[src/rtl/mux_select_arbiter_pkg.sv]
// Shared definitions for the mux select arbiter.
// Contents: requester count, select width, FSM state encoding and a one-hot helper.
package mux_select_arbiter_pkg;

  localparam int unsigned NReq = 4;
  localparam int unsigned SelW = 2;

  // Encodings are fixed so that state values match the TTL model's shared header.
  typedef enum logic [1:0] {
    StIdle    = 2'd0,
    StSettle  = 2'd1,
    StGrant   = 2'd2,
    StRelease = 2'd3
  } arb_state_e;

  function automatic logic [NReq-1:0] onehot_of(input logic [SelW-1:0] idx);
    logic [NReq-1:0] v;
    v      = '0;
    v[idx] = 1'b1;
    return v;
  endfunction

endpackage

[src/rtl/mux_select_arbiter_if.sv]
// Bus between the requesters and the mux select arbiter.
// Signals: req (requester levels), gnt (one-hot grant), sel (mux address {A1,A0}),
//          strobe_n (active-low mux enable), busy (arbiter not idle).
// Modports: master = requester side, slave = arbiter side.
interface mux_select_arbiter_if;
  import mux_select_arbiter_pkg::*;

  logic [NReq-1:0] req;
  logic [NReq-1:0] gnt;
  logic [SelW-1:0] sel;
  logic            strobe_n;
  logic            busy;

  modport master (output req, input gnt, sel, strobe_n, busy);
  modport slave  (input req, output gnt, sel, strobe_n, busy);

endinterface

[src/rtl/mux_select_arbiter_rr_pick4.sv]
// Combinational round-robin picker for four requesters.
// Ports: req_i  - request levels
//        last_i - index of the previous owner
//        idx_o  - first set request scanning last+1, last+2, ... (mod 4)
//        any_o  - at least one request is set
module mux_select_arbiter_rr_pick4
  import mux_select_arbiter_pkg::*;
(
  input  logic [NReq-1:0] req_i,
  input  logic [SelW-1:0] last_i,
  output logic [SelW-1:0] idx_o,
  output logic            any_o
);

  logic [SelW-1:0] cand;

  // Scan from the lowest priority upward so the highest-priority hit is the last write.
  always_comb begin
    idx_o = last_i;
    any_o = 1'b0;
    cand  = '0;
    for (int k = NReq; k > 0; k--) begin
      cand = last_i + SelW'(k);
      if (req_i[cand]) begin
        idx_o = cand;
        any_o = 1'b1;
      end
    end
  end

endmodule

[src/rtl/mux_select_arbiter.sv]
// Round-robin arbiter sharing one dual 4-to-1 select mux among four requesters.
// Break-before-make: the select is settled with the strobe high before every grant and the
// strobe is raised for a release cycle before the select may move again.
// Ports: clk      - rising-edge clock
//        reset    - synchronous, active-high reset
//        bus      - slave side of mux_select_arbiter_if (req in; gnt, sel, strobe_n, busy out)
// Parameters: SETTLE_CYCLES - cycles of settled select before grant (0 skips SETTLE)
//             MAX_HOLD      - grant cycles before forced release when others wait (0 = no limit)
//             HOLD_W        - hold counter width, must be able to hold MAX_HOLD
module mux_select_arbiter
  import mux_select_arbiter_pkg::*;
#(
  parameter int unsigned SETTLE_CYCLES = 1,
  parameter int unsigned MAX_HOLD      = 16,
  parameter int unsigned HOLD_W        = 5
) (
  input  logic                 clk,
  input  logic                 reset,
  mux_select_arbiter_if.slave  bus
);

  localparam int unsigned SettleW = (SETTLE_CYCLES > 1) ? $clog2(SETTLE_CYCLES) : 1;
  localparam logic [SettleW-1:0] SettleLast = SettleW'(SETTLE_CYCLES - 1);
  localparam logic [HOLD_W-1:0]  MaxHoldV   = HOLD_W'(MAX_HOLD);

  arb_state_e        state_q;
  logic [NReq-1:0]   gnt_q;
  logic [SelW-1:0]   sel_q;     // doubles as the current owner index
  logic [SelW-1:0]   last_q;
  logic              strobe_n_q;
  logic [HOLD_W-1:0] hold_q;
  logic [SettleW-1:0] settle_q;

  logic [SelW-1:0] pick_idx;
  logic            pick_any;
  logic            others_wait;
  logic            forced;

  mux_select_arbiter_rr_pick4 u_pick (
    .req_i  (bus.req),
    .last_i (last_q),
    .idx_o  (pick_idx),
    .any_o  (pick_any)
  );

  assign others_wait = |(bus.req & ~onehot_of(sel_q));
  assign forced      = (MAX_HOLD != 0) && (hold_q == MaxHoldV) && others_wait;

  // hold_q counts grant cycles including the current one, so release comes after MAX_HOLD.
  always_ff @(posedge clk) begin
    if (reset) begin
      state_q    <= StIdle;
      gnt_q      <= '0;
      sel_q      <= '0;
      last_q     <= SelW'(NReq - 1);
      strobe_n_q <= 1'b1;
      hold_q     <= '0;
      settle_q   <= '0;
    end else begin
      unique case (state_q)
        StIdle: begin
          if (pick_any) begin
            sel_q    <= pick_idx;
            settle_q <= '0;
            if (SETTLE_CYCLES == 0) begin
              state_q    <= StGrant;
              gnt_q      <= onehot_of(pick_idx);
              strobe_n_q <= 1'b0;
              hold_q     <= HOLD_W'(1);
            end else begin
              state_q <= StSettle;
            end
          end
        end
        StSettle: begin
          if (!bus.req[sel_q]) begin
            state_q <= StRelease;
          end else if (settle_q == SettleLast) begin
            state_q    <= StGrant;
            gnt_q      <= onehot_of(sel_q);
            strobe_n_q <= 1'b0;
            hold_q     <= HOLD_W'(1);
          end else begin
            settle_q <= settle_q + SettleW'(1);
          end
        end
        StGrant: begin
          if (!bus.req[sel_q] || forced) begin
            state_q    <= StRelease;
            gnt_q      <= '0;
            strobe_n_q <= 1'b1;
          end else if ((MAX_HOLD != 0) && (hold_q != MaxHoldV)) begin
            hold_q <= hold_q + HOLD_W'(1);
          end
        end
        StRelease: begin
          state_q <= StIdle;
          last_q  <= sel_q;
          hold_q  <= '0;
        end
      endcase
    end
  end

  assign bus.gnt      = gnt_q;
  assign bus.sel      = sel_q;
  assign bus.strobe_n = strobe_n_q;
  assign bus.busy     = (state_q != StIdle);

endmodule

[src/flat_wrapper.sv]
// flat-port wrapper written by rule: the top's interface ports become plain ports
module mux_select_arbiter_flat import mux_select_arbiter_pkg::*;
#(
  parameter int unsigned SETTLE_CYCLES = 1,
  parameter int unsigned MAX_HOLD      = 16,
  parameter int unsigned HOLD_W        = 5
)
  (clk, reset, bus_req, bus_gnt, bus_sel, bus_strobe_n, bus_busy);
  mux_select_arbiter_if bus_i ();
  input  logic clk;
  input  logic reset;
  input wire logic [$bits(bus_i.req)-1:0] bus_req;
  output wire logic [$bits(bus_i.gnt)-1:0] bus_gnt;
  output wire logic [$bits(bus_i.sel)-1:0] bus_sel;
  output wire logic [$bits(bus_i.strobe_n)-1:0] bus_strobe_n;
  output wire logic [$bits(bus_i.busy)-1:0] bus_busy;
  assign bus_i.req = bus_req;
  assign bus_gnt = bus_i.gnt;
  assign bus_sel = bus_i.sel;
  assign bus_strobe_n = bus_i.strobe_n;
  assign bus_busy = bus_i.busy;
  mux_select_arbiter #(.SETTLE_CYCLES(SETTLE_CYCLES), .MAX_HOLD(MAX_HOLD), .HOLD_W(HOLD_W)) u_core (.clk(clk), .reset(reset), .bus(bus_i));
endmodule
[config.mk]
export PLATFORM = sky130hd
export DESIGN_NAME = mux_select_arbiter_flat
export DESIGN_NICKNAME = d
export VERILOG_FILES = /design/src/rtl/mux_select_arbiter_pkg.sv /design/src/rtl/mux_select_arbiter_if.sv /design/src/rtl/mux_select_arbiter_rr_pick4.sv /design/src/rtl/mux_select_arbiter.sv /design/src/flat_wrapper.sv
export SDC_FILE = /design/constraint.sdc
export NUM_CORES = 1
export LEC_CHECK = 0
export CAP_MARGIN = 20
export CORE_AREA = 2 2 46 48
export CTS_CLUSTER_SIZE = 20
export DETAILED_ROUTE_END_ITERATION = 6
export DIE_AREA = 0 0 48 50
export PLACE_DENSITY = 0.8
export RECOVER_POWER = 25
export SYNTH_ARGS = -nofsm -noshare
export SYNTH_HDL_FRONTEND = slang
export SYNTH_SLANG_ARGS = --single-unit
[constraint.sdc]
create_clock -name clk -period 5.51 [get_ports clk]
set_clock_uncertainty 0.2 [all_clocks]
set_input_delay 0.8265 -clock clk [delete_from_list [all_inputs] [get_ports clk]]
set_output_delay 0.8265 -clock clk [all_outputs]
set_load 0.1 [all_outputs]
==> results.md <==
* Depth of the CTS H-tree at 1
* CP Data Required Time at 4.48 ns
* Post_cts resized at 0
* Dpl cells at 146
* Area of placed instances at 0.001114 mm²
* Synth Register Bits at 16
* Run status: finished, final reports clean
* Antenna violations before repair at 0
* Synth area leader: dfxtp_1
* Die ar. at 0.002400 mm²
* Pre-antenna DRT Iters at 4
* Core box area at 0.001902 mm²
* Gr usage total at 17.84%
* CP delay by family, top: buffers and inverters
* Io pins at 14
* Final core utilization at 59.93%
* Max Slew Vio Count at 0
* Critical-path top delay cell: clkdlybuf4s50_1
* Yosys top cell area share at 32.78%
* Num CTS Buffers at 3
* Final WL at 1937 µm
* Clk pin slew, worst setup/hold paths at ~0.10 ns
* Wire length on met3 at roughly 32 µm
* Maxcap violations at 0
* Via density at approximately 5.7
* Routed vias at between 800 and 900
* Arrival time at the worst endpoint at 2.31 ns
* M1 WL at 902 µm
* Detail Route Antenna Nets at 0
* Leak at 0.4037 nW
* Hold_buf cts at 0
* Number of global-route vias before repair at slightly above 700
* Fmax at 299.4 MHz
* WL met2 at about 950 µm
* Synth unique cells at 39
* Worst skew pair latency at 0.29 ns
* Fin area at 0.001140 mm²
* Share of post-route cells with drive strength above 1 at between 8 and 9%
* Worst setup EP type: output port
* Avg WL per Cell at around 13 µm
* Gate Count Post-Synth at 111
* Top sig layer: met4
* Fin crit share at between 60% and 70%
* DP Wirelength at 1418 µm
* Clk sinks at 16
* Pre-CTS setup slack at 2.471 ns
* Post-route setup slack at 2.170 ns
* Post-CTS setup buffer count at 0
* Final min period at between 3 and 4 ns
* Die span in y at ~50 µm
* Chip Width at 48 µm
* Antenna Cells at 0
* Commonest non-fill, non-tap cell in the layout: dfxtp_1
* Total gr overflow at 0
* Total power at ~640 µW
* Initial core utilization at 51.38%
* Fin. Hold Viols at 0
* First-pass GRT wire length at 3146 µm
* Worst Max-Slew Pin Slew at 0.9699 ns
* Critical path fanouts, max at 6
* Critical path type: reg2out
* Final Non-Filler Cells at 150
* Power per cell area at 561.2 mW/mm²
* Synthesis-to-finish area growth at 16.65%
* Max VDD drop at ~0.38 mV
* CTS tree: built
* Clk buf depth at 2
* Worst Path Buf+Inv at 3
* Synth area leaders: dfxtp_1 33%, ha_1 7.7%, a21oi_1 5.6%
* RePlAce Congestion at 0.7905
* Worst Hold Slack at 0.2810 ns
* IO buf count at 13
* Fillers at 170
* Slew margin rel. at 35.14%
* Initial DRC count at 27
* Setup TNS at 0 ns
* Worst path max stage delay at 1.14 ns
* Worst hold path type: reg2reg
* Cell mode on critical path: inv_1
* Row cnt at 16
* Largest net degree at the start of global routing at 19
* Register area share after synthesis at approximately a third
* Post-layout nets at 136
* Mean area per synthesized cell at 8.803 µm²
* Final setup fails at 0
* RSZ-0062 raised after global routing: false
* CTS root buf: clkbuf_4
* Post-Syn Area at 977.2 µm²
* Commonest non-fill, non-tap cells in the layout: 16 x dfxtp_1, 11 x a21oi_1, 11 x clkdlybuf4s50_1, 10 x o21ai_0, 9 x nor2_1
* Remaining routing DRC violations at 0
* Startpoint Class: flop
* Synthesized net count at 123
* Crit path cell chain: inv_1, ha_1, inv_1, clkdlybuf4s50_1
* YS warnings at 0
-- report_power, final --
part | total, mW | internal, mW | switching (mW)
clock | 0.0788 | 0.0403 | 0.0386
combinational | 0.385 | 0.124 | 0.261
sequential | 0.176 | 0.143 | 0.0321
total | 0.640 | 0.307 | 0.332
-- flip-flops by register name, summed over array words and instances, names as in the netlist --
| name | flops |
|---|---|
| u_core.hold_q | 5 |
| u_core.state_q | 2 |
| u_core.bus.gnt | 4 |
| u_core.bus.strobe_n | 1 |
| u_core.bus.sel | 2 |
| u_core.last_q | 2 |
-- final timing paths --
check                         start                end  slack, ns  depth (start not counted)
setup reg to reg  u_core.bus.sel[1]   u_core.hold_q[0]       3.22                          5
hold reg to reg   u_core.bus.gnt[3]  u_core.bus.gnt[3]       0.28                          2
setup / recovery  u_core.state_q[1]           bus_busy       2.17                          4
hold / removal    u_core.bus.gnt[3]  u_core.bus.gnt[3]       0.28                          2
-- cells in the mapped netlist --
cell type and instances:
or4_4 1, or4_1 1, nor4b_1 1, nor3b_1 1, nor4_1 2, nor2_1 9
a31oi_2 1, o22ai_1 1, nand2_1 1, mux4_2 1, nand2b_4 1, a22oi_1 1
mux2i_1 3, and4bb_2 1, or3_1 1, a22oi_2 1, a211o_1 3, nor2b_1 3
o32ai_1 2, buf_6 1, nand2b_1 5, ha_1 6, nand3_1 3, a21oi_1 11
or3b_1 1, nand4bb_1 1, or4b_1 2, dfxtp_1 16, o21ai_0 10, buf_2 1
a221oi_1 1, nand2_2 2, clkbuf_1 3, nand4_1 1, inv_1 7, o21bai_1 1
o31a_1 1, and2_1 1, a211oi_1 2
-- final cells by class --
cell class	instances	area, µm²	area share (%)
flip-flops and latches	16	320.3	28.10
clock buffers	4	36.28	3.183
multi-input cells	83	593.1	52.03
inverters	7	26.28	2.305
repair buffers	13	130.1	11.42
well taps	27	33.78	2.964
-- worst min-delay path, stage by stage (launching register included) --
cell     delay [ns]
dfxtp_1        0.31
o21ai_0        0.07
a21oi_1        0.06
-- kinds of logic (layout without fill, tap and decap cells) --
kind of cell               after synthesis  after routing  synth area share [%]
DFF                                     16             16                 32.78
muxes                                    4              4                 5.378
AOI/OAI and AO/OA                       35             35                 23.30
buffers and inverters                   12             24                 5.506
and+or+nand+nor                         38             38                 25.35
adders and majority gates                6              6                 7.682
-- metal layers --
metal  GRT usage (%)  vias to the layer above
met5               0                        -
met4           8.108                        0
met3           1.099                        5
met2           29.33                       15
met1           22.75                      404
li1                -                      433
Power figures use the tool's default switching activity.
